$ cat config.mk
export PLATFORM = sky130hd
export DESIGN_NAME = demux_stream_1x4_flat
export DESIGN_NICKNAME = d
export VERILOG_FILES = /design/src/rtl/demux_stream_1x4_if.sv /design/src/rtl/demux_stream_1x4.sv /design/src/flat_wrapper.sv
export SDC_FILE = /design/constraint.sdc
export NUM_CORES = 1
export LEC_CHECK = 0
export ABC_AREA = 1
export CAP_MARGIN = 0
export CORE_MARGIN = 2
export CORE_UTILIZATION = 30
export DETAILED_ROUTE_END_ITERATION = 8
export PLACE_DENSITY = 0.62
export SETUP_SLACK_MARGIN = 0.2
export SLEW_MARGIN = 20
export SYNTH_ARGS = -nofsm -noshare
export SYNTH_HDL_FRONTEND = slang
export SYNTH_SLANG_ARGS = --single-unit
$ cat constraint.sdc
create_clock -name clk -period 3.6 [get_ports clk]
set_clock_uncertainty 0.15 [all_clocks]
set_input_delay 0.72 -clock clk [delete_from_list [all_inputs] [get_ports clk]]
set_output_delay 0.72 -clock clk [all_outputs]
set_load 0.01 [all_outputs]
$ cat src/rtl/demux_stream_1x4_if.sv
`default_nettype none
// ============================================================================
// Module   : demux_stream_1x4_if
// Brief    : Upstream beat and four downstream valid/ready channels of the
//            1-to-4 stream demultiplexer.
// Revision : 1.0
// ============================================================================
interface demux_stream_1x4_if #(
  parameter int DATA_W = 8,
  parameter int CNT_W  = 2
);
  logic                  en;
  logic                  in_valid;
  logic [1:0]            in_sel;
  logic [DATA_W-1:0]     in_data;
  logic                  in_ready;
  logic [3:0]            out_valid;
  logic [4*DATA_W-1:0]   out_data;
  logic [3:0]            out_ready;
  logic [4*CNT_W-1:0]    occ;
  logic                  drop_err;

  modport master (
    output en, in_valid, in_sel, in_data, out_ready,
    input  in_ready, out_valid, out_data, occ, drop_err
  );

  modport slave (
    input  en, in_valid, in_sel, in_data, out_ready,
    output in_ready, out_valid, out_data, occ, drop_err
  );
endinterface
`default_nettype wire

$ cat src/rtl/demux_stream_1x4.sv
`default_nettype none
// ============================================================================
// Module   : demux_stream_1x4
// Brief    : Registered 1-to-4 demultiplexer with one small FIFO per channel,
//            each drained by its own valid/ready handshake.
// Revision : 1.0
// ============================================================================
module demux_stream_1x4 #(
  parameter int DATA_W = 8,
  parameter int DEPTH  = 2,
  parameter int CNT_W  = 2
) (
  input  wire logic             clk,
  input  wire logic             rst,
  demux_stream_1x4_if.slave     bus
);
  localparam int PTR_W = $clog2(DEPTH);

  logic [DATA_W-1:0]   mem    [4][DEPTH];
  logic [PTR_W-1:0]    wr_ptr [4];
  logic [PTR_W-1:0]    rd_ptr [4];
  logic [CNT_W-1:0]    count  [4];
  logic                drop_err_q;

  logic [3:0]          full;
  logic [3:0]          head_valid;
  logic [3:0]          pop;
  logic [3:0]          push;
  logic [4*DATA_W-1:0] head_data;
  logic [4*CNT_W-1:0]  occ_flat;
  logic                ready;
  logic                accept;

  always_comb begin
    full       = '0;
    head_valid = '0;
    pop        = '0;
    head_data  = '0;
    occ_flat   = '0;
    for (int k = 0; k < 4; k++) begin
      full[k]       = (count[k] == CNT_W'(DEPTH));
      head_valid[k] = (count[k] != '0);
      pop[k]        = head_valid[k] & bus.out_ready[k];
      // Empty channels present zero rather than stale storage.
      head_data[k*DATA_W +: DATA_W] = head_valid[k] ? mem[k][rd_ptr[k]] : '0;
      occ_flat[k*CNT_W +: CNT_W]    = count[k];
    end
  end

  assign ready  = bus.en & ~full[bus.in_sel];
  assign accept = bus.in_valid & ready;

  always_comb begin
    push = '0;
    for (int k = 0; k < 4; k++) begin
      push[k] = accept & (bus.in_sel == 2'(k));
    end
  end

  always_ff @(posedge clk) begin
    if (rst) begin
      for (int k = 0; k < 4; k++) begin
        wr_ptr[k] <= '0;
        rd_ptr[k] <= '0;
        count[k]  <= '0;
      end
      drop_err_q <= 1'b0;
    end else begin
      for (int k = 0; k < 4; k++) begin
        if (push[k]) wr_ptr[k] <= wr_ptr[k] + PTR_W'(1);
        if (pop[k])  rd_ptr[k] <= rd_ptr[k] + PTR_W'(1);
        if (push[k] && !pop[k])      count[k] <= count[k] + CNT_W'(1);
        else if (pop[k] && !push[k]) count[k] <= count[k] - CNT_W'(1);
      end
      // Upstream offered a beat to a full channel: back-pressure ignored.
      if (bus.in_valid && bus.en && full[bus.in_sel]) drop_err_q <= 1'b1;
    end
  end

  always_ff @(posedge clk) begin
    for (int k = 0; k < 4; k++) begin
      if (push[k] && !rst) mem[k][wr_ptr[k]] <= bus.in_data;
    end
  end

  assign bus.in_ready  = ready;
  assign bus.out_valid = head_valid;
  assign bus.out_data  = head_data;
  assign bus.occ       = occ_flat;
  assign bus.drop_err  = drop_err_q;
endmodule
`default_nettype wire

$ cat src/flat_wrapper.sv
// flat-port wrapper written by rule: the top's interface ports become plain ports
module demux_stream_1x4_flat 
#(
  parameter int DATA_W = 8,
  parameter int DEPTH  = 2,
  parameter int CNT_W  = 2
)
  (clk, rst, bus_en, bus_in_valid, bus_in_sel, bus_in_data, bus_out_ready, bus_in_ready, bus_out_valid, bus_out_data, bus_occ, bus_drop_err);
  demux_stream_1x4_if #(.DATA_W(DATA_W), .CNT_W(CNT_W)) bus_i ();
  input  wire logic clk;
  input  wire logic rst;
  input wire logic [$bits(bus_i.en)-1:0] bus_en;
  input wire logic [$bits(bus_i.in_valid)-1:0] bus_in_valid;
  input wire logic [$bits(bus_i.in_sel)-1:0] bus_in_sel;
  input wire logic [$bits(bus_i.in_data)-1:0] bus_in_data;
  input wire logic [$bits(bus_i.out_ready)-1:0] bus_out_ready;
  output wire logic [$bits(bus_i.in_ready)-1:0] bus_in_ready;
  output wire logic [$bits(bus_i.out_valid)-1:0] bus_out_valid;
  output wire logic [$bits(bus_i.out_data)-1:0] bus_out_data;
  output wire logic [$bits(bus_i.occ)-1:0] bus_occ;
  output wire logic [$bits(bus_i.drop_err)-1:0] bus_drop_err;
  assign bus_i.en = bus_en;
  assign bus_i.in_valid = bus_in_valid;
  assign bus_i.in_sel = bus_in_sel;
  assign bus_i.in_data = bus_in_data;
  assign bus_i.out_ready = bus_out_ready;
  assign bus_in_ready = bus_i.in_ready;
  assign bus_out_valid = bus_i.out_valid;
  assign bus_out_data = bus_i.out_data;
  assign bus_occ = bus_i.occ;
  assign bus_drop_err = bus_i.drop_err;
  demux_stream_1x4 #(.DATA_W(DATA_W), .DEPTH(DEPTH), .CNT_W(CNT_W)) u_core (.clk(clk), .rst(rst), .bus(bus_i));
endmodule
* Yosys cells after proc, flatten, opt, wreduce, memory -nomap -nowiden
Memory sizes are Yosys's and may differ from the RTL's. Index checks and enable logic that the tools add are counted.
Storage, ports and cells: register bits after elaboration 1, RAM bits 80, input port bits 18, output and inout bits 46, word-level logic and storage cells 224, memories kept 4
Memory list:
- u_core.mem | words 4, width 16, read ports 4, clocked after Yosys merged registers in 0, write ports 1, line demux_stream_1x4.sv:19 | logic [DATA_W-1:0] mem [4][DEPTH];
- u_core.count | words 4, width 2, read ports 4, clocked after Yosys merged registers in 0, write ports 4, line demux_stream_1x4.sv:22 | logic [CNT_W-1:0] count [4];
- u_core.rd_ptr | words 4, width 1, read ports 4, clocked after Yosys merged registers in 0, write ports 4, line demux_stream_1x4.sv:21 | logic [PTR_W-1:0] rd_ptr [4];
- u_core.wr_ptr | words 4, width 1, read ports 4, clocked after Yosys merged registers in 0, write ports 4, line demux_stream_1x4.sv:20 | logic [PTR_W-1:0] wr_ptr [4];
Cells by class: $add $sub $neg 16, $lt $le $gt $ge 13, eq/ne operators 7, multiplexer cells 113, bitwise gates (word level) 35, reductions and logical operators 35
Operators with widths (count):
- 16-bit two-way mux | 10
- 8-bit two-way mux | 20
- 1-bit two-way mux | 67
- 16-bit OR reduction | 3
- 8-bit demux with 1-bit select | 4
- 2-bit two-way mux | 11
- 1-bit logical AND | 18
- 2-bit >= comparator (second input constant) | 8
- 1-bit NOT with 2-bit output | 8
- 1-bit bitwise OR | 16
- 2-bit == test (second input constant) | 6
- 1-bit bitwise AND | 10
- 1-bit zero test | 9
- 1-bit adder (second input constant) | 8
- 2-bit by 1-bit adder with 2-bit output (second input constant) | 4
- 2-bit by 1-bit < comparator with 1-bit output (second input constant) | 4
- 2-bit nonzero test | 4
- 2-bit by 1-bit subtractor with 2-bit output (second input constant) | 4
- 2-bit by 3-bit < comparator with 1-bit output (second input constant) | 1
- 1-bit binary-select mux with 2-bit select | 1
- 2-bit by 1-bit == test with 1-bit output (second input constant) | 1
- 2-bit zero test | 1
- 1-bit NOT | 1

* Depth between registers and ports, before layout
Gate-level depths: netlist (run 1).
depth after elaboration 14, mapped depth 10, mapped depth without buffers 10

* Worst setup path before layout (run 1)
OpenSTA, ideal clock, no wires.
path kind input to register, start point input port bus_in_sel[1], end point memory u_core.mem[3][10] in the netlist's numbering (enable), arrival 1.692 ns, data required time 3.077 ns, path slack 1.385 ns, stages 8, cell sequence inv_2 -> nand2_2 -> nor2_1 -> nor2_1 -> nand3_2 -> nor2_2 -> nand2_1 -> nor2_1
Between the ends: cells in the longest elaborated chain, start to end 13, elaborated cells on any way between the ends 34
RTL lines:
- from (decl) | line flat_wrapper.sv:14 | input wire logic [$bits(bus_i.in_sel)-1:0] bus_in_sel;
- 1-bit binary-select mux with 2-bit select | line demux_stream_1x4.sv:50 | assign ready = bus.en & ~full[bus.in_sel];
- 1-bit two-way mux (not written as such) | line demux_stream_1x4.sv:50
- 1-bit NOT | line demux_stream_1x4.sv:50
- 1-bit bitwise AND | line demux_stream_1x4.sv:50
- 1-bit bitwise AND | line demux_stream_1x4.sv:51 | assign accept = bus.in_valid & ready;
- 1-bit bitwise AND | line demux_stream_1x4.sv:56 | push[k] = accept & (bus.in_sel == 2'(k));
- 1-bit logical AND | line demux_stream_1x4.sv:82 | if (push[k] && !rst) mem[k][wr_ptr[k]] <= bus.in_data;
- 1-bit two-way mux | line demux_stream_1x4.sv:82
- 16-bit two-way mux (not written as such) | line demux_stream_1x4.sv:82
- 16-bit OR reduction (no source line)
- 2-bit two-way mux (no source line) / 16-bit two-way mux (equally long branches) (3 in a row)
- to (decl) | line demux_stream_1x4.sv:19
Several ways; a longest one is shown, not always the timed one. The select of a mux whose other input is x is not followed.

* Worst setup path in the final report (run 1)
start point input port bus_in_sel[1], end point output port bus_in_ready
Between the ends: cells in the longest elaborated chain, start to end 4
RTL lines:
- 1-bit binary-select mux with 2-bit select | line demux_stream_1x4.sv:50
- 1-bit two-way mux (not written as such) | line demux_stream_1x4.sv:50
- 1-bit NOT | line demux_stream_1x4.sv:50
- 1-bit bitwise AND | line demux_stream_1x4.sv:50
- to (decl) | line flat_wrapper.sv:17 | output wire logic [$bits(bus_i.in_ready)-1:0] bus_in_ready;
No other way between the ends. The select of a mux whose other input is x is not followed.

==> results of run 1 <==
[per-stage QoR]
step	cell area, sq um	std cells
finish	4600	546
global route	4600	546
CTS	4600	546
detailed placement	4320	531
global placement	4320	531
floorplan	3470	323
[metal layers]
layer | vias to the layer above | GRT usage (%)
li1 | 1238 | -
met5 | - | 0
met2 | 65 | 19.8
met4 | 0 | 5.68
met3 | 10 | 2.72
met1 | 1136 | 15.6
[path summary, 6_finish.rpt]
| check | end | slack (ns) | from |
|---|---|---|---|
| worst min-delay path | u_core.bus.drop_err$_SDFFE_PP0P_ | 0.33 | u_core.bus.drop_err$_SDFFE_PP0P_ |
| worst min register to register | u_core.bus.drop_err$_SDFFE_PP0P_ | 0.33 | u_core.bus.drop_err$_SDFFE_PP0P_ |
| worst max-delay path | bus_in_ready | 0.38 | bus_in_sel[1] |
| worst max register to register | u_core.mem[0][2]$_DFFE_PP_ | 1.46 | u_core.count[0][6]$_DFFE_PP_ |
[final cells by class]
cell class	count	area, sq um	share of cell area (%)
Clock inverter	3	42.5	0.924
Clock buffer	12	236	5.14
Inverter	34	128	2.77
Sequential cell	81	2420	52.6
Multi-Input combinational cell	201	896	19.5
Tap cell	143	179	3.89
Timing Repair Buffer	72	698	15.2
[critical path: cells and delay by family]
family	cells	cell delay [ns]
buffers and inverters	4	1.26
AND/OR/NAND/NOR	4	0.37
[cell usage after synthesis, types with 2 or more instances]
cell type  number
edfxtp_1       80
nand2_1        79
nor2_1         47
inv_1          31
a21oi_1        28
nand3_1        14
o21ai_0        10
clkbuf_1        5
nor2_2          5
nand4_1         4
nor3_1          4
a21oi_2         2
buf_2           2
ha_1            2
inv_2           2
nand2_2         2
[power by group]
| part | internal [mW] | switching [mW] |
|---|---|---|
| sequential | 1.07 | 0.0349 |
| combinational | 0.170 | 0.187 |
| clock | 0.532 | 0.333 |
[layout by cell type (no fill, tap or decap), drive strengths merged]
| master | count |
|---|---|
| clkinv | 2 |
| o21ai | 11 |
| clkbuf | 12 |
| nand4 | 4 |
| clkinvlp | 1 |
| buf | 9 |
| inv | 33 |
| nand2 | 81 |
| edfxtp | 80 |
| a21oi | 30 |
| nor3 | 4 |
| nor2 | 52 |
| dfxtp | 1 |
| nand3 | 15 |
| bufinv | 1 |
| nor3b | 1 |
| ha | 2 |
| xor2 | 1 |
| clkdlybuf4s50 | 63 |
[cells by family after synthesis]
family | share of synthesized area [%]
AND/OR/NAND/NOR | 18.7
flip-flops | 69.7
AO/OA/AOI/OAI | 6.12
buffers and inverters | 4.50
adder cells (fa/ha/maj) | 0.720
XOR/XNOR | 0.252
[registers in the layout, summed over array words and instances, names as in the netlist]
register and flops:
u_core.count 8, u_core.wr_ptr 4, u_core.rd_ptr 4, u_core.bus.drop_err 1, u_core.mem 64
==> impl_metrics.ini, run 1 <==
[outcome]
outcome = complete, no violations

[synthesis]
ys_warn_count = 0
synth_cell_types = 22
synthTopCellsByArea = edfxtp_1 69%, nand2_1 8.5%, nor2_1 5.1%
synth_top_cell_area_share_pct = 69.1
ys_seq_area_share_pct = 69.7
syn_area_per_cell_sq_um = 10.8
synth_fp_nets = 343
netlist_instances = 323
synth_area_sq_um = 3470
synth_ff_type = edfxtp_1
async_flop_share_pct = 0
synth_edf_count = 80
netlist.top_cell.by_area = edfxtp_1
ys_ff_latch = 81

[global_route]
grt_pass1_vias = 2438
antenna_found_initial = 0
overflow = 0
grt_max_degree = 24
gr-usage-all-layers_pct = 12.2
grt_pass1_wl_microns = 11900

[worst_setup_path]
crit_type = input port to output pin
worst_setup_path_start_kind = input port
worst_ep_arrival_time_ns = 2.35
worst_setup_path_end_kind = output pin
worstPathRequired_ns = 2.73
worst_path_max_delay_cell = clkdlybuf4s50_1
crit_fanout = 5
reg2regPathDepth = 10
crit_chain = clkdlybuf4s50_1 -> inv_2 -> nand2_2 -> inv_1 -> nand2_1 -> nand2_1 -> nor3b_1 -> clkdlybuf4s50_1
max_stage_delay_ns = 0.57

[route]
routed-wl-met3_microns = 371
first_pass_iters = 4
wl_per_cell_microns = 13.4
drt_iter0_markers = 132
m1WireLength_microns = 3420
detail-route-antenna-nets = 0
vias_per_cell = 4.49
num_vias = 2449
drc_errors = 0
wl_microns = 7340
wl_met2_microns = 3450
top_layer = met4

[cells_and_area]
fin_nets = 419
synthToLayoutAreaGrowth_pct = 32.4
diodes = 0
fillCellCount = 1091
drive_above_1_share_pct = 8.19
finalCoreUtilization_pct = 40.5

[placement]
portBuffers = 63
dp_hpwl_microns = 5390
dp_slack_ns = 0.381
gp_congestion = 0.804

[timing]
setup_tns_ns = 0
whs_ns = 0.334
tightestPinTransition_ns = 0.672
setup_viol = 0
post-route-min-period_ns = 3.22
slew_headroom_pct = 55.2
hold_violations = 0
fmax_mhz = 310
rsz0062_at_grt = no
slew_viol_final = 0
fin_ws_ns = 0.375
period_share_pct = 89.6

[pwr]
p_per_area_nw_per_um2 = 505
leakagePower_nw = 1.74
p_total_mw = 2.32
peakVddDrop_uv = 196

[clock_network]
numCtsBuffers = 9
clk_path_buf_depth = 2
clkLatencyLatePin_ns = 0.33
ctsResizeCount = 0
root_buffer = clkbuf_16
clkTransAtPathRegs_ns = 0.06
cts_tree = yes
cts_setup_buffers = 0
cts_sinks = 81
cts_hold_buf = 0
cts_max_level = 3

[worst_hold_path]
hold_path.class = flip-flop to flip-flop
hold_path_depth = 2

[die]
fp.dieArea_sq_um = 12500
rows = 39
start_util_pct = 30.6
coreArea_sq_um = 11400
die_y_microns = 112
num_io_pins = 64
die_width_microns = 112

[run]
drv_cap = 0
Power figures use the tool's default switching activity.
==> run 2, diff against run 1 <==
Clock period 3.6 ns to 4.15 ns, I/O delays scaled along.
==> run 2 against run 1 <==
Register-to-register slack gained 0.15 ns. Total power fell by 12%. Non-clock buffer count decreased by 8. Die area unchanged. Clock power down 11%. Highest routed layer unchanged.
==> impl_metrics.ini, run 2 (synthesis results as in run 1) <==
[clock_network]
numCtsBuffers = 9
root_buffer = clkbuf_16
clkTransAtPathRegs_ns = 0.06
ctsResizeCount = 0
clk_path_buf_depth = 2
cts_setup_buffers = 0
cts_tree = yes
clkLatencyLatePin_ns = 0.33
cts_hold_buf = 0
cts_max_level = 3
cts_sinks = 81

[die]
start_util_pct = 30.6
die_width_microns = 112
num_io_pins = 64
rows = 39
fp.dieArea_sq_um = 12500
die_y_microns = 112
coreArea_sq_um = 11400

[timing]
slew_headroom_pct = 52.7
fin_ws_ns = 0.735
tightestPinTransition_ns = 0.707
period_share_pct = 82.3
fmax_mhz = 293
whs_ns = 0.339
post-route-min-period_ns = 3.41
hold_violations = 0
setup_viol = 0
setup_tns_ns = 0
rsz0062_at_grt = no
slew_viol_final = 0

[global_route]
grt_pass1_vias = 2380
overflow = 0
gr-usage-all-layers_pct = 11.8
grt_pass1_wl_microns = 11700
grt_max_degree = 24
antenna_found_initial = 0

[placement]
portBuffers = 63
dpl_cell_area_sq_um = 4260
gp_congestion = 0.811
dp_slack_ns = 0.744
dpl.cell_count = 523
dp_hpwl_microns = 5200

[cells_and_area]
diodes = 0
fillCellCount = 1104
final_area_sq_um = 4560
largest_reg_flops = 64
finalCoreUtilization_pct = 40.1
final_cell_mix = 80 x edfxtp_1, 79 x nand2_1, 63 x clkdlybuf4s50_1
synthToLayoutAreaGrowth_pct = 31.1
layout_commonest_cell = edfxtp_1
instances_no_fill = 538
drive_above_1_share_pct = 7.09
fin_nets = 411

[route]
vias_per_cell = 4.51
detail-route-antenna-nets = 0
first_pass_iters = 4
drc_errors = 0
drt_iter0_markers = 129
num_vias = 2426
wl_microns = 7100
wl_per_cell_microns = 13.2

[worst_setup_path]
worst-path-buf-inv = 4
worst_path_max_delay_cell = clkdlybuf4s50_1
worst_setup_path_end_kind = output pin
crit_chain = clkdlybuf4s50_1 -> inv_2 -> nand2_2 -> inv_1 -> nand2_1 -> nand2_1 -> nor3b_1 -> clkdlybuf4s50_1
crit_fanout = 5
crit_type = input port to output pin
worst_setup_path_start_kind = input port
worst_ep_arrival_time_ns = 2.43
path_delay_family = buffers and inverters
max_stage_delay_ns = 0.56
worstPathRequired_ns = 3.17

[pwr]
leakagePower_nw = 1.70
peakVddDrop_uv = 270
p_total_mw = 2.04
p_per_area_nw_per_um2 = 447

[worst_hold_path]
hold_path.class = flip-flop to flip-flop

[outcome]
outcome = complete, no violations

[run]
drv_cap = 0
run 2: routing by layer:
| layer | vias to the layer above | share of wire, % | global-route usage, % | wire length, microns |
|---|---|---|---|---|
| met3 | 12 | 4.6 | 2.61 | 326 |
| met1 | 1126 | 47 | 15.8 | 3310 |
| met5 | - | 0 | 0 | 0 |
| li1 | 1225 | - | - | - |
| met2 | 63 | 47 | 18.6 | 3310 |
| met4 | 0 | 2.1 | 5.10 | 147 |
run 2: area by class of cell:
type | instances | area [sq um] | area share [%]
sequential | 81 | 2420 | 53.2
multi-input combinational | 201 | 896 | 19.7
timing repair buffer | 64 | 638 | 14.0
clock buffer | 9 | 225 | 4.94
tap | 143 | 179 | 3.93
inverter | 34 | 128 | 2.80
clock inverter | 6 | 67.6 | 1.48
run 2: final timing paths:
check	start	end	slack, ns	depth (start not counted)
setup / recovery	bus_in_sel[1]	bus_in_ready	0.74	8
hold / removal	u_core.bus.drop_err$_SDFFE_PP0P_	u_core.bus.drop_err$_SDFFE_PP0P_	0.34	2
setup reg to reg	u_core.count[0][6]$_DFFE_PP_	u_core.mem[0][7]$_DFFE_PP_	1.61	9
hold reg to reg	u_core.bus.drop_err$_SDFFE_PP0P_	u_core.bus.drop_err$_SDFFE_PP0P_	0.34	2
run 2: worst min-delay path: stages (launching register included):
cell and delay [ns]:
dfxtp_1 0.33, nor2_1 0.05, nor2_1 0.08
run 2: power breakdown:
part	internal [mW]	switching, mW	total [mW]	leakage (nW)
logic	0.146	0.160	0.306	0.808
registers	0.925	0.0306	0.956	0.752
clock network	0.465	0.308	0.773	0.138
total	1.54	0.498	2.04	1.70
==> run 3, diff against run 2 <==
Settings changed: PLACE_DENSITY 0.62 to 0.64.
Clock period 4.15 ns to 2.8 ns, I/O delays scaled along.
==> run 3 against run 2 <==
Register-to-register slack worse by 0.94 ns. Total power is 48% higher. Sequential share of layout area is 1.4 points lower. Critical path depth stayed put. Non-clock buffer count is 15 higher. Flip-flop and latch count stayed put. Routed wire length is 2.6% higher. Final cell count is 3.0% higher. Final area is 2.6% higher. Clock power is 45% higher. Die area stayed put. Combinational power is 57% higher. Critical path type unchanged. Largest cell class unchanged. Highest routed layer unchanged.
==> impl_metrics.ini, run 3 (synthesis results as in run 1) <==
[outcome]
outcome = complete, no violations

[pwr]
peakVddDrop_uv = 250
seqPwrFrac_pct = 46.7
p_sw_mw = 0.728
leakagePower_nw = 1.83
p_per_area_nw_per_um2 = 644
intPower_mw = 2.28
p_comb_share_pct = 15.9
swShare_pct = 24.2
p_total_mw = 3.01
pwr-share-clk_pct = 37.3

[global_route]
grt_max_degree = 24
overflow = 0
antenna_found_initial = 0
grt_pass1_wl_microns = 11700
gr-usage-all-layers_pct = 12.2
grt_pass1_vias = 2332

[worst_setup_path]
worst_path_max_delay_cell = clkdlybuf4s50_1
max_stage_delay_ns = 0.56
rr_endpoint = u_core.mem[2][2]$_DFFE_PP_
r2r_setup_slack_ns = 0.67
crit_type = input port to output pin
worst_ep_arrival_time_ns = 1.78
crit_chain = clkdlybuf4s50_1 -> inv_2 -> nand2_2 -> inv_1 -> nand2_1 -> nand2_1 -> nor3b_1 -> clkbuf_2
cp-startpoint = bus_in_sel[1]
worst_path_most_repeated_cell = nand2_1
reg2regPathDepth = 10
crit_end = bus_in_ready
worstPathRequired_ns = 2.09
worst_setup_path_end_kind = output pin
crit_fanout = 5
r2r_start = u_core.count[0][6]$_DFFE_PP_
worst_setup_path_start_kind = input port

[cells_and_area]
largest_reg_flops = 64
diodes = 0
final_cell_mix = 80 x edfxtp_1, 79 x nand2_1, 54 x clkdlybuf4s50_1
synthToLayoutAreaGrowth_pct = 34.5
layout_commonest_cell = edfxtp_1
finalCoreUtilization_pct = 41.1
fin_nets = 426
drive_above_1_share_pct = 10.9

[route]
vias_per_cell = 4.52
detail-route-antenna-nets = 0
drc_errors = 0
wl_microns = 7280
num_vias = 2503
first_pass_iters = 4
wl_per_cell_microns = 13.1
drt_iter0_markers = 128

[timing]
fin_ws_ns = 0.313
hold_violations = 0
setup_viol = 0
tightestPinTransition_ns = 0.344
post-route-min-period_ns = 2.49
fmax_mhz = 402
slew_viol_final = 0
rsz0062_at_grt = yes
slew_headroom_pct = 77.0
whs_ns = 0.338
period_share_pct = 88.8

[placement]
portBuffers = 63
gp_congestion = 0.820
dp_hpwl_microns = 5410
dp_slack_ns = -0.0913

[clock_network]
cts_max_level = 3
cts_tree = yes
clkTransAtPathRegs_ns = 0.06
clkLatencyLatePin_ns = 0.33
clk_path_buf_depth = 2
cts_sinks = 81
cts_hold_buf = 0
cts_setup_buffers = 0
root_buffer = clkbuf_16
numCtsBuffers = 9

[die]
die_y_microns = 112
start_util_pct = 30.6
fp.dieArea_sq_um = 12500
num_io_pins = 64
coreArea_sq_um = 11400
die_width_microns = 112
rows = 39

[worst_hold_path]
hold_path.class = flip-flop to flip-flop
hold_path_depth = 2

[run]
drv_cap = 0
run 3: cell types whose count changed in the layout (fill, tap and decap cells not counted), sizes merged:
cell,before,now
clkinvlp,2,1
buf,1,16
dlymetal6s2s,0,2
inv,35,34
dlygate4sd2,0,6
clkinv,2,3
clkbuf,9,12
clkdlybuf4s50,63,54
run 3: power by group through the flow:
stage	Sequential (mW)	Combinational [mW]	Clock, mW
after floorplan	1.43	0.218	0
after global placement	1.43	0.481	0
after detailed placement	1.43	0.491	0
after CTS	1.40	0.486	1.14
after global routing	1.41	0.527	1.19
final	1.41	0.479	1.12
run 3: worst min-delay path by stage:
stage	to	startpoint
after floorplan	u_core.bus.drop_err$_SDFFE_PP0P_	u_core.bus.drop_err$_SDFFE_PP0P_
final	u_core.bus.drop_err$_SDFFE_PP0P_	u_core.bus.drop_err$_SDFFE_PP0P_
after CTS	u_core.bus.drop_err$_SDFFE_PP0P_	u_core.bus.drop_err$_SDFFE_PP0P_
after global placement	u_core.bus.drop_err$_SDFFE_PP0P_	u_core.bus.drop_err$_SDFFE_PP0P_
after global routing	u_core.bus.drop_err$_SDFFE_PP0P_	u_core.bus.drop_err$_SDFFE_PP0P_
after detailed placement	u_core.bus.drop_err$_SDFFE_PP0P_	u_core.bus.drop_err$_SDFFE_PP0P_
run 3: cell type report:
cell class,instances,area [sq um]
Clock buffer,11,233
Clock inverter,5,56.3
Fill cell,1094,6700
Inverter,34,130
Multi-Input combinational cell,201,911
Sequential cell,81,2420
Tap cell,143,179
Timing Repair Buffer,79,743
run 3: repair_timing:
item	CTS	global route
pin swaps	0	0
gates resized for setup	9	9
endpoints found under the setup margin	15	21
cloned	0	0
run 3: per-stage QoR:
stage	TNS [ns]	instance area, sq um	std cells
floorplan	0	3470	323
global route	0	4670	554
detailed placement	-0.0913	4380	538
finish	0	4670	554
CTS	0	4660	554
global placement	-0.0320	4380	538
run 3: per-layer routing:
metal	vias up	track usage [%]	routed length [microns]
li1	1262	-	-
met1	1161	16.7	3400
met2	69	18.5	3400
met4	0	5.93	157
met3	11	2.67	320
met5	-	0	0
run 3: critical path, delay by kind of cell:
kind	cells	cell delay, ns
AND/OR/NAND/NOR	4	0.37
buffers and inverters	4	0.84
